[config.mk]
export PLATFORM = sky130hd
export DESIGN_NAME = eyeriss_conv_core_flat
export DESIGN_NICKNAME = d
export VERILOG_FILES = /design/src/rtl/eyeriss_conv_core_if.sv /design/src/rtl/eyeriss_conv_core.sv /design/src/flat_wrapper.sv
export SDC_FILE = /design/constraint.sdc
export NUM_CORES = 1
export LEC_CHECK = 0
export BUFFER_PORTS_ARGS = -buffer_cell sky130_fd_sc_hd__buf_2
export CAP_MARGIN = 20
export CORE_MARGIN = 4
export CORE_UTILIZATION = 38
export DETAILED_ROUTE_END_ITERATION = 6
export SLEW_MARGIN = 10
export SYNTH_ARGS = -nofsm -noshare
export SYNTH_HDL_FRONTEND = slang
export SYNTH_HIERARCHICAL = 1
export SYNTH_SLANG_ARGS = --single-unit
[constraint.sdc]
create_clock -name i_clk -period 2.7 [get_ports i_clk]
set_input_delay 0.81 -clock i_clk [delete_from_list [all_inputs] [get_ports i_clk]]
set_output_delay 0.81 -clock i_clk [all_outputs]
set_load 0.05 [all_outputs]
[src/rtl/eyeriss_conv_core_if.sv]
// eyeriss_conv_core_if: start/done handshake and layer shape for the conv core.
interface eyeriss_conv_core_if;
    logic       i_ap_start;
    logic       o_ap_done;
    logic [7:0] i_layer_HW;
    logic [3:0] i_layer_RS;
    logic [6:0] i_layer_EF;
    logic [9:0] i_layer_C;
    logic [8:0] i_layer_M;
    logic [1:0] i_layer_U;
    logic [1:0] i_layer_PAD;
    logic [4:0] i_layer_p;
    modport master (output i_ap_start, i_layer_HW, i_layer_RS, i_layer_EF, i_layer_C,
                    i_layer_M, i_layer_U, i_layer_PAD, i_layer_p, input o_ap_done);
    modport slave (input i_ap_start, i_layer_HW, i_layer_RS, i_layer_EF, i_layer_C,
                   i_layer_M, i_layer_U, i_layer_PAD, i_layer_p, output o_ap_done);
endinterface

[src/rtl/eyeriss_conv_core.sv]
// eyeriss_conv_core: banked global buffer plus a one-MAC-per-cycle convolution controller.
module glb_bank #(parameter int DW = 32, parameter int DEPTH = 512, parameter int AW = $clog2(DEPTH)) (
    input  logic          clk,
    input  logic          re,
    input  logic [AW-1:0] raddr,
    output logic [DW-1:0] rdata,
    input  logic          we,
    input  logic [AW-1:0] waddr,
    input  logic [DW-1:0] wdata
);
    logic [DW-1:0] BRAM [DEPTH];
    always_ff @(posedge clk) begin
        if (we) BRAM[waddr] <= wdata;
        if (re) rdata <= BRAM[raddr];
    end
endmodule

module glb #(parameter int DW = 32, parameter int N = 3, parameter int DEPTH = 512, parameter int AW = $clog2(DEPTH)) (
    input  logic                  clk,
    input  logic [N-1:0]          re,
    input  logic [N-1:0][AW-1:0]  raddr,
    output logic [N-1:0][DW-1:0]  rdata,
    input  logic [N-1:0]          we,
    input  logic [N-1:0][AW-1:0]  waddr,
    input  logic [N-1:0][DW-1:0]  wdata
);
    for (genvar k = 0; k < N; k++) begin : gen_GLB_BANKS
        glb_bank #(.DW(DW), .DEPTH(DEPTH), .AW(AW)) glb_bank_inst (
            .clk(clk), .re(re[k]), .raddr(raddr[k]), .rdata(rdata[k]),
            .we(we[k]), .waddr(waddr[k]), .wdata(wdata[k]));
    end
endmodule

module eyeriss_conv_core #(
    parameter int DATA_BITWIDTH = 32,
    parameter int BANK_NUM      = 3,
    parameter int BANK_DEPTH    = 512
) (
    input logic i_clk,
    input logic i_rst,
    eyeriss_conv_core_if.slave bus
);
    localparam int DW = DATA_BITWIDTH;
    localparam int AW = $clog2(BANK_DEPTH);
    typedef enum logic [2:0] {IDLE, INIT, MAC, WRITE, DONE} state_t;
    state_t state, state_nx;
    logic [BANK_NUM-1:0] re, we;
    logic [BANK_NUM-1:0][AW-1:0] raddr, waddr;
    logic [BANK_NUM-1:0][DW-1:0] rdata, wdata;
    logic [7:0] hw;
    logic [3:0] rs, r, s;
    logic [6:0] ef, e, f;
    logic [9:0] ch, c;
    logic [8:0] mm, m;
    logic [1:0] u, pad;
    logic [4:0] p;
    logic fin, psum_v, tap_v, start, pad_tap, s_end, r_end, f_end, e_end, tap_last, out_last;
    logic signed [31:0] h, w;
    logic [AW-1:0] if_addr, w_addr, idx, out_addr;
    logic [DW-1:0] acc;

    glb #(.DW(DW), .N(BANK_NUM), .DEPTH(BANK_DEPTH), .AW(AW)) u_GLB (
        .clk(i_clk), .re(re), .raddr(raddr), .rdata(rdata), .we(we), .waddr(waddr), .wdata(wdata));

    assign start    = bus.i_ap_start && (state == IDLE || state == DONE);
    assign h        = 32'(e) * 32'(u) + 32'(r) - 32'(pad);
    assign w        = 32'(f) * 32'(u) + 32'(s) - 32'(pad);
    assign pad_tap  = h < 0 || h >= $signed(32'(hw)) || w < 0 || w >= $signed(32'(hw));
    assign if_addr  = AW'((32'(c) * 32'(hw) + $unsigned(h)) * 32'(hw) + $unsigned(w));
    assign w_addr   = AW'(((32'(m) * 32'(ch) + 32'(c)) * 32'(rs) + 32'(r)) * 32'(rs) + 32'(s));
    assign idx      = AW'((32'(m) * 32'(ef) + 32'(e)) * 32'(ef) + 32'(f));
    assign out_addr = AW'(32'(ef) * 32'(ef) * 32'(p)) + idx;
    assign s_end    = s == rs - 4'd1;
    assign r_end    = r == rs - 4'd1;
    assign f_end    = f == ef - 7'd1;
    assign e_end    = e == ef - 7'd1;
    assign tap_last = s_end && r_end && c == ch - 10'd1;
    assign out_last = f_end && e_end && m == mm - 9'd1;

    always_ff @(posedge i_clk or posedge i_rst)
        if (i_rst) state <= IDLE;
        else state <= state_nx;

    always_comb begin
        state_nx = state;
        case (state)
            IDLE, DONE: if (bus.i_ap_start)
                state_nx = (bus.i_layer_M == 9'd0 || bus.i_layer_EF == 7'd0) ? DONE : INIT;
            INIT:    state_nx = MAC;
            MAC:     state_nx = fin ? WRITE : MAC;
            WRITE:   state_nx = out_last ? DONE : INIT;
            default: state_nx = IDLE;
        endcase
    end

    always_comb begin
        bus.o_ap_done = state == DONE;
        re = '0;
        raddr = '0;
        we = '0;
        waddr = '0;
        wdata = '0;
        re[1] = state == INIT;
        raddr[1] = idx;
        re[0] = state == MAC && !fin && !pad_tap;
        re[2] = re[0];
        raddr[0] = if_addr;
        raddr[2] = w_addr;
        we[1] = state == WRITE;
        waddr[1] = out_addr;
        wdata[1] = acc;
    end

    // Read data lands one cycle after issue, so the valid flags trail the read enables.
    always_ff @(posedge i_clk or posedge i_rst)
        if (i_rst) begin
            {hw, rs, ef, ch, mm, u, pad, p} <= '0;
            {m, e, f, c, r, s} <= '0;
            {fin, psum_v, tap_v} <= '0;
            acc <= '0;
        end else begin
            psum_v <= re[1];
            tap_v <= re[0];
            if (psum_v) acc <= rdata[1];
            else if (tap_v) acc <= acc + rdata[0] * rdata[2];
            if (start) begin
                {hw, rs, ef, ch} <= {bus.i_layer_HW, bus.i_layer_RS, bus.i_layer_EF, bus.i_layer_C};
                {mm, u, pad, p} <= {bus.i_layer_M, bus.i_layer_U, bus.i_layer_PAD, bus.i_layer_p};
                {m, e, f} <= '0;
            end
            if (state == INIT) begin
                {c, r, s} <= '0;
                fin <= ch == 10'd0 || rs == 4'd0;
            end else if (state == MAC && !fin) begin
                fin <= tap_last;
                s <= s_end ? 4'd0 : s + 4'd1;
                r <= s_end ? (r_end ? 4'd0 : r + 4'd1) : r;
                c <= s_end && r_end ? c + 10'd1 : c;
            end
            if (state == WRITE) begin
                f <= f_end ? 7'd0 : f + 7'd1;
                e <= f_end ? (e_end ? 7'd0 : e + 7'd1) : e;
                m <= f_end && e_end ? m + 9'd1 : m;
            end
        end
endmodule

[src/flat_wrapper.sv]
// flat-port wrapper written by rule: the top's interface ports become plain ports
module eyeriss_conv_core_flat 
#(
    parameter int DATA_BITWIDTH = 32,
    parameter int BANK_NUM      = 3,
    parameter int BANK_DEPTH    = 512
)
  (i_clk, i_rst, bus_i_ap_start, bus_i_layer_HW, bus_i_layer_RS, bus_i_layer_EF, bus_i_layer_C, bus_i_layer_M, bus_i_layer_U, bus_i_layer_PAD, bus_i_layer_p, bus_o_ap_done);
  eyeriss_conv_core_if bus_i ();
  input logic i_clk;
  input logic i_rst;
  input wire logic [$bits(bus_i.i_ap_start)-1:0] bus_i_ap_start;
  input wire logic [$bits(bus_i.i_layer_HW)-1:0] bus_i_layer_HW;
  input wire logic [$bits(bus_i.i_layer_RS)-1:0] bus_i_layer_RS;
  input wire logic [$bits(bus_i.i_layer_EF)-1:0] bus_i_layer_EF;
  input wire logic [$bits(bus_i.i_layer_C)-1:0] bus_i_layer_C;
  input wire logic [$bits(bus_i.i_layer_M)-1:0] bus_i_layer_M;
  input wire logic [$bits(bus_i.i_layer_U)-1:0] bus_i_layer_U;
  input wire logic [$bits(bus_i.i_layer_PAD)-1:0] bus_i_layer_PAD;
  input wire logic [$bits(bus_i.i_layer_p)-1:0] bus_i_layer_p;
  output wire logic [$bits(bus_i.o_ap_done)-1:0] bus_o_ap_done;
  assign bus_i.i_ap_start = bus_i_ap_start;
  assign bus_i.i_layer_HW = bus_i_layer_HW;
  assign bus_i.i_layer_RS = bus_i_layer_RS;
  assign bus_i.i_layer_EF = bus_i_layer_EF;
  assign bus_i.i_layer_C = bus_i_layer_C;
  assign bus_i.i_layer_M = bus_i_layer_M;
  assign bus_i.i_layer_U = bus_i_layer_U;
  assign bus_i.i_layer_PAD = bus_i_layer_PAD;
  assign bus_i.i_layer_p = bus_i_layer_p;
  assign bus_o_ap_done = bus_i.o_ap_done;
  eyeriss_conv_core #(.DATA_BITWIDTH(DATA_BITWIDTH), .BANK_NUM(BANK_NUM), .BANK_DEPTH(BANK_DEPTH)) u_core (.i_clk(i_clk), .i_rst(i_rst), .bus(bus_i));
endmodule
==> results.md <==
- Seq cells post-synth: 75
- Crit path required time: 2970 ps
- Seq pwr share: 32.1%
- Worst Path Arrival: between 2000 and 3000 ps
- Count leader, synth: nand2_1
- Post-Syn Instances: between 500 and 600
- CP top delay family: simple AND/OR/NAND/NOR gates
- Core Region: around 12000 um2
- Share of layout cells above drive strength 1: 16.4%
- CP Buf/Inv Count: 0
- Max-slew headroom: about two thirds
- Placed Area: 5040 um2
- Slew Viols, Final: 0
- Buffers on Ports: 33
- Crit. End Element: flip-flop
- Deepest clock path buffer count: 2
- Fin. Hold Viols: 0
- Routed length per instance: 14.4 um
- Maximum number of pins on one net before global-route repair: 76
- Clock power frac: 20.4%
- Crit path depth: 7
- P_sw: around 2.3 mW
- R2r worst-path depth: 7
- Die width: 118 um
- Die area: about 14000 um2
- Total gr overflow: 0
- Most used DFF post-synth: dfrtp_1
- Initial core utilization: about two fifths
- Status: completed
- Gate power share: ~48%
- Clock Skews: 9.00 ps
- DR pass1 iterations: 5
- Max-Cap Viols: 0
- Final Setup Violations: 0
- Switching Share: between 30% and 40%
- Most frequent cells after synthesis: nand2_1 (105), dfrtp_1 (75), o21ai_0 (36)
- Worst slack, placed: between 9 and 10 ps
- Final period util: 96.4%
- Yosys top cell area share: between 40% and 50%
- Mapped Area: 4600 um2
- # clock sinks: 75
- H-tree depth: 3
- Capture point of the worst path: u_core/m[7]
- Vias in the first global route: 3889
- CTS Hold Bufs: 0
- CTS buffer count: 9
- Seq/Total Area, Yosys: between 40% and 50%
- Worst-Skew Late Latency: between 300 and 400 ps
- TNS Setup: 0 ps
- Final ANT Viol Nets: 0
- Overall routed net length: 10500 um
- Peak supply drop: 0.378 mV
- Worst Setup SP: u_core/ef[2]
- First-pass GRT wire length: 18200 um
- Root buf cell: clkbuf_16
- Iter 0 DRT Violations: 190
- Reg2reg end: u_core/m[7]
- Via count: 3856
- RSZ-0062 raised after global routing: false
- Crit-path max cell delay: approximately 550 ps
- CP Max Fanout: 5
- Hold WC Path Type: reg -> reg
- Cells after DPL: slightly above 700
- Gr usage total: ~16%
- CTS tree: done
- Worst r2r src: u_core/ef[2]
- Lkg Pwr: around 2.5 nW
- CP cell instances: or4_4 -> nor2_1 -> xnor3_1 -> nand4_1 -> o21a_1 -> or4_1 -> a21oi_2
- HPWL after DPL: 7680 um
- EDFF count, synth: 0
- Crit Path Class: reg -> reg
- I/O pins: 51
- Synth area leaders: dfrtp_1 (41%), nand2_1 (8.6%), xnor2_1 (5.5%)
- Final Non-Filler Cells: 727
- Post-route setup slack: slightly below 100 ps
- Fmax: approximately 0.38 GHz
- Asr flop ratio synth: 100%
- Reg2Reg Setup Slack: around 98 ps
- Crit path time final: roughly 2600 ps
- Power Dens Cells: 1070 nW/um2
- Post-route DRC: 0
- Worst setup SP type: flip-flop
- Total number of yosys warnings: 6
- Worst slew pin tran: about 460 ps
- Final Core Density: 46.7%
- Vias per cell: 5.30
- Fin nets: 640
- P_int: 3.49 mW
- Clock Pin Slew Worst Setup and Hold Paths: about 60 ps
- Synthesized Nets: 588
- Avg Cell Area, Syn: just under 9 um2
- Area Overhead vs Synth: 17.9%
- Cell variety after synth: between 50 and 60
- Crit-path slowest cell: or4_4
- Antenna cell count: 0
- Initial antenna violation count: 0
- Largest area contributor in the netlist: dfrtp_1
- Final GP Congestion: 0.825
- DIE HEIGHT: 118 um
- Row Count: 39
- Cell area after layout: approximately 5400 um2
## metrics by stage
stage	hold WS [ps]	power (mW)
after CTS	504	5.72
after detailed placement	491	4.49
after global routing	517	6.33
final	497	5.81
after floorplan	454	3.78
after global placement	491	4.43
## area by class of cell
class | count | area [um2]
timing repair buffer | 59 | 373
clock inverter | 2 | 35.0
inverter | 15 | 60.1
fill | 1137 | 6190
tap | 143 | 179
sequential | 75 | 1880
clock buffer | 14 | 254
multi-input combinational | 419 | 2640
## how the worst min path moves through the flow
stage | from | end | slack [ps] | cells after the start
6_report | u_core/s[3] | u_core/s[3] | 500 | 1
5_1_grt | u_core/s[3] | u_core/s[3] | 520 | 1
4_1_cts | u_core/s[3] | u_core/s[3] | 500 | 1
3_5_place_dp | u_core/s[3] | u_core/s[3] | 490 | 1
3_3_place_gp | u_core/mm[8] | u_core/mm[8] | 490 | 2
2_1_floorplan | u_core/s[3] | u_core/s[3] | 450 | 1
## metal layers
metal / routed length [um] / global-route usage, % / vias up
met5: 0 / 0 / -
met4: 256 / 7.62 / 0
met3: 290 / 2.64 / 14
met2: 4970 / 26.1 / 49
met1: 4930 / 20.2 / 1844
li1: - / - / 1949
## registers in the layout, summed over array words and instances, names as in the netlist
register / count
u_core/c: 10
u_core/e: 7
u_core/fin: 1
u_core/mm: 9
u_core/s: 4
u_core/f: 7
u_core/ef: 7
u_core/ch: 10
u_core/state: 3
u_core/r: 4
u_core/rs: 4
u_core/m: 9
## cells in the final DEF (no fill, tap or decap), types with 7 or more instances in the layout
cell type,instances
a21oi_1,14
a31oi_1,7
and3_1,10
buf_2,33
buf_4,25
clkbuf_16,9
dfrtp_1,75
ha_1,10
inv_1,14
nand2_1,105
nand2b_1,8
nand3_1,24
nor2_1,34
nor3_1,18
nor3b_1,8
o21ai_0,36
xnor2_1,28
xor2_1,22
## cell families (layout without fill, tap and decap cells)
family	Yosys count	after routing	synth area share [%]
AOI/OAI and AO/OA	99	99	14.1
xor gates and xnor gates	55	55	11.7
adders and majority gates	11	11	2.99
buffers and inverters	33	90	3.07
DFF	75	75	40.8
muxes	6	6	1.33
and+or+nand+nor	248	248	26.0
## power groups by stage
| stage | sequential [mW] | clock [mW] | combinational (mW) |
|---|---|---|---|
| floorplan | 1.74 | 0 | 2.04 |
| finish | 1.87 | 1.18 | 2.76 |
| detailed placement | 1.88 | 0 | 2.62 |
| CTS | 1.86 | 1.22 | 2.64 |
| global placement | 1.86 | 0 | 2.57 |
| global route | 1.93 | 1.27 | 3.13 |
## what timing repair did
| action | 4_1_cts | 5_1_grt |
|---|---|---|
| resized for setup | 1 | 9 |
| setup endpoints to repair | 6 | 17 |
| pin swaps | 0 | 8 |
| setup buffers | 0 | 5 |
| cloned | 0 | 0 |
No activity file was read; power rests on OpenSTA's default activity.
